===== src/rtl/alien_clear_engine.sv =====
// Alien-row pixel engine: draws the five aliens after reset, erases killed
// aliens pixel by pixel and scrolls the survivors down one row per moveDown.
// All plot outputs are registered, so a pixel's coordinates, colour and plot
// strobe always appear together on the cycle after the engine chose them.
module alien_clear_engine #(
    parameter int WIDTH             = 12,
    parameter int HEIGHT            = 10,
    parameter int GAP               = 20,
    parameter int START_X           = 10,
    parameter int START_Y           = 10,
    parameter int Y_MAX             = 119,
    parameter logic [2:0] ALIEN_COLOUR = 3'b010,
    parameter logic [2:0] BG_COLOUR    = 3'b000
) (
    input  logic       clk,
    input  logic       reset,
    input  logic       kill1,
    input  logic       kill2,
    input  logic       kill3,
    input  logic       kill4,
    input  logic       kill5,
    input  logic       moveDown,
    input  logic [7:0] alienTopX,
    input  logic [6:0] alienTopY,
    input  logic [7:0] alienBottomX,
    input  logic [6:0] alienBottomY,
    output logic       cleared1,
    output logic       cleared2,
    output logic       cleared3,
    output logic       cleared4,
    output logic       cleared5,
    output logic       clearedShift,
    output logic [7:0] x,
    output logic [6:0] y,
    output logic [2:0] colour,
    output logic       plot,
    output logic [4:0] alive,
    output logic       busy
);

    localparam int CW = $clog2(WIDTH + 1);
    localparam int RW = $clog2(HEIGHT + 1);

    typedef enum logic [2:0] {
        INIT_DRAW,
        IDLE,
        ERASE,
        ACK_KILL,
        SHIFT,
        ACK_SHIFT
    } state_t;

    state_t state;
    state_t stateNext;

    // Raster counters shared by the initial draw and the shift sweep
    logic [2:0]    slot;
    logic [CW-1:0] col;
    logic [RW-1:0] row;
    logic          shiftPhase;

    // Latched erase rectangle and the erase raster position
    logic [7:0] eraseX;
    logic [6:0] eraseY;
    logic [7:0] topX;
    logic [7:0] bottomX;
    logic [6:0] bottomY;
    logic [2:0] killIdx;

    logic [6:0] yTop;

    logic [4:0] killVec;
    logic [4:0] clearedReg;

    // Arbitration and raster-progress helpers
    logic       killFound;
    logic [2:0] killSel;
    logic       colLast;
    logic       rowLast;
    logic       slotLast;
    logic       initDone;
    logic       eraseXLast;
    logic       eraseYLast;
    logic       eraseDone;
    logic       shiftSat;
    logic       shiftSlotDone;
    logic       shiftDone;
    logic [7:0] drawX;
    logic [6:0] yRowNew;

    // Registered-output next values
    logic [7:0] xNext;
    logic [6:0] yNext;
    logic [2:0] colourNext;
    logic       plotNext;
    logic [4:0] clearedNext;
    logic       clearedShiftNext;

    function automatic logic [7:0] slotLeft(input logic [2:0] s);
        return 8'(START_X + int'(s) * (WIDTH + GAP));
    endfunction

    assign killVec  = {kill5, kill4, kill3, kill2, kill1};
    assign cleared1 = clearedReg[0];
    assign cleared2 = clearedReg[1];
    assign cleared3 = clearedReg[2];
    assign cleared4 = clearedReg[3];
    assign cleared5 = clearedReg[4];
    assign busy     = (state != IDLE);

    assign colLast    = (col == CW'(WIDTH));
    assign rowLast    = (row == RW'(HEIGHT));
    assign slotLast   = (slot == 3'd4);
    assign initDone   = colLast && rowLast && slotLast;
    assign eraseXLast = (eraseX == bottomX);
    assign eraseYLast = (eraseY == bottomY);
    assign eraseDone  = eraseXLast && eraseYLast;
    assign drawX      = slotLeft(slot) + 8'(col);
    assign yRowNew    = yTop + 7'(HEIGHT) + 7'd1;
    // The new bottom row must still be on screen, otherwise the band is parked
    assign shiftSat   = (yRowNew > 7'(Y_MAX));
    assign shiftSlotDone = !alive[slot] || (shiftPhase && colLast);
    assign shiftDone  = shiftSlotDone && slotLast;

    // Pick the lowest-numbered pending kill that has not yet been acknowledged
    always_comb begin
        killFound = 1'b0;
        killSel   = 3'd0;
        for (int i = 4; i >= 0; i--) begin
            if (killVec[i] && !clearedReg[i]) begin
                killFound = 1'b1;
                killSel   = 3'(i);
            end
        end
    end

    // State register
    always_ff @(posedge clk) begin
        if (reset) begin
            state <= INIT_DRAW;
        end else begin
            state <= stateNext;
        end
    end

    // Next-state decisions: kills win over moveDown, handshakes are four-phase
    always_comb begin
        stateNext = state;
        case (state)
            INIT_DRAW: if (initDone) stateNext = IDLE;
            IDLE: begin
                if (killFound) begin
                    stateNext = ERASE;
                end else if (moveDown) begin
                    stateNext = shiftSat ? ACK_SHIFT : SHIFT;
                end
            end
            ERASE:     if (eraseDone) stateNext = ACK_KILL;
            ACK_KILL:  if (!killVec[killIdx]) stateNext = IDLE;
            SHIFT:     if (shiftDone) stateNext = ACK_SHIFT;
            ACK_SHIFT: if (!moveDown) stateNext = IDLE;
            default:   stateNext = IDLE;
        endcase
    end

    // Output decode: the pixel this cycle's raster position produces, plus acks
    always_comb begin
        xNext            = x;
        yNext            = y;
        colourNext       = colour;
        plotNext         = 1'b0;
        clearedNext      = 5'b00000;
        clearedShiftNext = 1'b0;
        case (state)
            INIT_DRAW: begin
                plotNext   = 1'b1;
                xNext      = drawX;
                yNext      = yTop + 7'(row);
                colourNext = ALIEN_COLOUR;
            end
            IDLE: begin
                if (!killFound && moveDown && shiftSat) begin
                    clearedShiftNext = 1'b1;
                end
            end
            ERASE: begin
                plotNext   = 1'b1;
                xNext      = eraseX;
                yNext      = eraseY;
                colourNext = BG_COLOUR;
                if (eraseDone) begin
                    clearedNext[killIdx] = 1'b1;
                end
            end
            ACK_KILL: begin
                clearedNext[killIdx] = killVec[killIdx];
            end
            SHIFT: begin
                if (alive[slot]) begin
                    plotNext   = 1'b1;
                    xNext      = drawX;
                    yNext      = shiftPhase ? yRowNew : yTop;
                    colourNext = shiftPhase ? ALIEN_COLOUR : BG_COLOUR;
                end
                if (shiftDone) begin
                    clearedShiftNext = 1'b1;
                end
            end
            ACK_SHIFT: begin
                clearedShiftNext = moveDown;
            end
            default: begin
                plotNext = 1'b0;
            end
        endcase
    end

    // Plot interface and acknowledgement registers
    always_ff @(posedge clk) begin
        if (reset) begin
            x            <= 8'd0;
            y            <= 7'd0;
            colour       <= 3'd0;
            plot         <= 1'b0;
            clearedReg   <= 5'b00000;
            clearedShift <= 1'b0;
        end else begin
            x            <= xNext;
            y            <= yNext;
            colour       <= colourNext;
            plot         <= plotNext;
            clearedReg   <= clearedNext;
            clearedShift <= clearedShiftNext;
        end
    end

    // Raster counters, latched rectangle, band position and alive mask
    always_ff @(posedge clk) begin
        if (reset) begin
            slot       <= 3'd0;
            col        <= '0;
            row        <= '0;
            shiftPhase <= 1'b0;
            eraseX     <= 8'd0;
            eraseY     <= 7'd0;
            topX       <= 8'd0;
            bottomX    <= 8'd0;
            bottomY    <= 7'd0;
            killIdx    <= 3'd0;
            yTop       <= 7'(START_Y);
            alive      <= 5'b11111;
        end else begin
            case (state)
                INIT_DRAW: begin
                    if (colLast) begin
                        col <= '0;
                        if (rowLast) begin
                            row  <= '0;
                            slot <= slotLast ? 3'd0 : slot + 3'd1;
                        end else begin
                            row <= row + RW'(1);
                        end
                    end else begin
                        col <= col + CW'(1);
                    end
                end
                IDLE: begin
                    if (killFound) begin
                        killIdx <= killSel;
                        eraseX  <= alienTopX;
                        eraseY  <= alienTopY;
                        topX    <= alienTopX;
                        bottomX <= alienBottomX;
                        bottomY <= alienBottomY;
                    end else if (moveDown && !shiftSat) begin
                        slot       <= 3'd0;
                        col        <= '0;
                        shiftPhase <= 1'b0;
                    end
                end
                ERASE: begin
                    if (eraseXLast) begin
                        eraseX <= topX;
                        if (eraseYLast) begin
                            alive[killIdx] <= 1'b0;
                        end else begin
                            eraseY <= eraseY + 7'd1;
                        end
                    end else begin
                        eraseX <= eraseX + 8'd1;
                    end
                end
                SHIFT: begin
                    if (shiftSlotDone) begin
                        col        <= '0;
                        shiftPhase <= 1'b0;
                        if (slotLast) begin
                            slot <= 3'd0;
                            yTop <= yTop + 7'd1;
                        end else begin
                            slot <= slot + 3'd1;
                        end
                    end else if (colLast) begin
                        col        <= '0;
                        shiftPhase <= 1'b1;
                    end else begin
                        col <= col + CW'(1);
                    end
                end
                default: begin
                    slot <= slot;
                end
            endcase
        end
    end

endmodule


===== config.mk =====
export PLATFORM = sky130hd
export DESIGN_NAME = alien_clear_engine
export DESIGN_NICKNAME = d
export VERILOG_FILES = /design/src/rtl/alien_clear_engine.sv
export SDC_FILE = /design/constraint.sdc
export NUM_CORES = 1
export LEC_CHECK = 0
export BUFFER_PORTS_ARGS = -buffer_cell sky130_fd_sc_hd__buf_2
export CORE_AREA = 3 3 100 102
export DETAILED_ROUTE_END_ITERATION = 8
export DIE_AREA = 0 0 103 105
export HOLD_SLACK_MARGIN = 0.1
export PLACE_DENSITY = 0.76
export SLEW_MARGIN = 15
export SYNTH_ARGS = -nofsm -noshare
export SYNTH_HDL_FRONTEND = slang
export SYNTH_SLANG_ARGS = --single-unit

===== constraint.sdc =====
create_clock -name clk -period 2.6 [get_ports clk]
set_input_delay 0.13 -clock clk [delete_from_list [all_inputs] [get_ports clk]]
set_output_delay 0.13 -clock clk [all_outputs]
set_load 0.02 [all_outputs]

==> results.toml <==
[worst_setup_path]
path_class = "flop to flop"
start_kind = "flop"
required_ns = 2.88
critPathBufInv = 0
path_max_fanout = 11
worst_setup_path_end_kind = "flop"
path_cells = "or2_2 > nor2_1 > a2111oi_0 > nand3b_1 > o311ai_1"
cp_data_arrival_time_ns = 2.62
path_delay_family = "compound AO/OA/AOI/OAI gates"
slowest_stage = "a2111oi_0"
slowest_delay_ns = 0.86

[floorplanning]
initial_core_util = 0.547
die_w_microns = 103
fp.dieArea_sq_um = 10800
core.rowCount = 35
core_sq_um = 9200
ioPinCount = 69
die_y_microns = 105

[clock_tree]
cts_setup_buffers = 0
cts_root_buf = "clkbuf_8"
hold_buffers = 26
cts_buffers = 9
path_clk_slew_ns = 0.10
cts_max_level = 3
clk_latency_ns = 0.38
clock_tree.buffer_depth = 2
cts_tree = "done"
cts-resized-gates = 0
clock-sinks = 91

[timing]
maxSlewHeadroom = 0.386
rsz0062_at_grt = "no"
tns_ns = 0
setup_slack_ns = 0.257
skew_ns = 0.0131
setup_viol = 0
period_share = 0.901
slew_violations = 0
tightest_slew_ns = 0.898
fmax_ghz = 0.427
post-route-min-period_ns = 2.34
hold_viol = 0

[detailed_routing]
via_per_inst = 5.88
drt_iter0_drc = 342
drt_wl_total_mm = 13.5
remaining_drc_errors = 0
vias = 4805
final_antenna_net_count = 0
firstDrtPassIters = 5
wl_per_cell_microns = 16.5

[synth]
yosysSeqAreaShare = 0.362
yosys_warnings = 0
netlist.top_cell.by_area = "dfxtp_1"
synthTopCellsByCount = "nand2_1 (102), dfxtp_1 (91), a21oi_1 (56)"
synth-async-reset-ratio = 0
synth_cell_type_count = 69
ys_seq_elements = 91
synth.most_common_cell = "nand2_1"
synth.area.top_cells = "dfxtp_1 (36%), nand2_1 (7.6%), a21oi_1 (5.6%)"
syn_area_per_cell_sq_um = 8.01
ys.flop_type = "dfxtp_1"
synth_area_sq_um = 5030
synth-edff-count = 0
synthesis.instances = 628
synth_top_area_frac = 0.362

[power]
power.leakage_nw = 2.35
total_power_mw = 5.00
peakVddDrop_uv = 571
power_density_nw_per_um2 = 853

[worst_hold_path]
hold_class = "input port to flop"

[global_routing]
grt_pass1_wl_mm = 22.2
gr-total-overflow = 0
grt_pass1_vias = 4653
grt_usage = 0.256
grt_max_degree = 61
antenna_found_initial = 0

[job]
cap_viol_max_count = 0

[final_layout]
insertedDiodeCount = 0
fin_nets = 753
area_delta_synth_final_pct = 16.6
multi_input_area_sq_um = 2910
fillers = 793
drive_gt1_frac = 0.171
seq_area_sq_um = 1820
fin_cells = 817

[placed_design]
dp_hpwl_mm = 9.37
gp_congestion = 0.933
port-buffer-count = 66
place_ws_ns = 0.296
dpl.cell_count = 775

[run_status]
status = "completed"
-- power breakdown --
part           internal (mW)  total (mW)  leakage (nW)  switching, mW
Combinational          0.772        1.97          1.51           1.20
Sequential              1.67        1.98         0.740          0.318
Clock                  0.471        1.05         0.107          0.577
Total                   2.91        5.00          2.35           2.09
-- cell usage in the layout (no fill, tap or decap), types with 4 or more instances in the layout --
| cell type | count |
|---|---|
| a21oi_1 | 56 |
| a211oi_1 | 15 |
| nand2b_1 | 9 |
| a21o_1 | 8 |
| nand3_1 | 23 |
| a311oi_1 | 12 |
| clkbuf_8 | 9 |
| nor2_1 | 51 |
| and2_1 | 6 |
| dfxtp_1 | 91 |
| or2_2 | 5 |
| xor2_1 | 23 |
| nand4_1 | 7 |
| o21ai_0 | 24 |
| mux2i_1 | 6 |
| a31oi_1 | 8 |
| buf_4 | 16 |
| inv_1 | 19 |
| xnor2_1 | 15 |
| o31ai_1 | 4 |
| nand3b_1 | 4 |
| buf_2 | 66 |
| ha_1 | 13 |
| dlygate4sd3_1 | 26 |
| nor4_1 | 4 |
| nand2_1 | 102 |
| and3_1 | 8 |
| nor2b_1 | 8 |
-- final timing paths --
check | start | endpoint | slack (ns) | depth (start not counted)
worst min-delay path | kill1 | killIdx[0] | 0.11 | 4
worst max-delay path | state[1] | col[2] | 0.26 | 5
worst max register to register | state[1] | col[2] | 0.26 | 5
worst min register to register | topX[1] | topX[1] | 0.46 | 2
-- logic make-up after synthesis --
kind of cell,after synthesis,synth area share
XOR/XNOR,38,0.0661
AO/OA/AOI/OAI,163,0.216
other,1,0.000745
buffers and inverters,66,0.0637
AND/OR/NAND/NOR,245,0.232
flip-flops,91,0.362
adder cells (fa/ha/maj),14,0.0363
multiplexers,10,0.0231
-- stage by stage --
stage	hold WS [ns]	cell area, sq um	util
CTS	0.102	5860	0.637
global route	0.144	5870	0.638
global placement	0.372	5380	0.585
floorplan	0.266	5040	-
finish	0.115	5870	0.638
detailed placement	0.377	5380	0.585
-- routing by layer --
layer,global-route usage,wire length [microns],up-vias
met2,0.406,6570,180
met1,0.335,5760,2236
met4,0.0999,376,0
met3,0.0561,737,35
met5,0,0,-
li1,-,-,2354
-- worst min-delay path: stages --
cell	delay, ns
buf_2	0.09
nand2b_1	0.09
nand3_1	0.08
a21oi_1	0.06
-- registers in the layout, indices dropped and copies added, names as in the netlist, 3 cells and up --
name        flops
x               8
eraseX          8
y               7
row             4
state           3
yTop            7
col             4
alive           5
slot            3
bottomY         7
topX            8
eraseY          7
bottomX         8
killIdx         3
clearedReg      5
-- final cells by class --
cell class              instances  area share
clock inverters                 7      0.0160
flip-flops and latches         91       0.311
multi-input cells             472       0.495
inverters                      19      0.0122
well taps                     111      0.0237
repair buffers                108       0.121
clock buffers                   9      0.0211
Power figures use the tool's default switching activity.
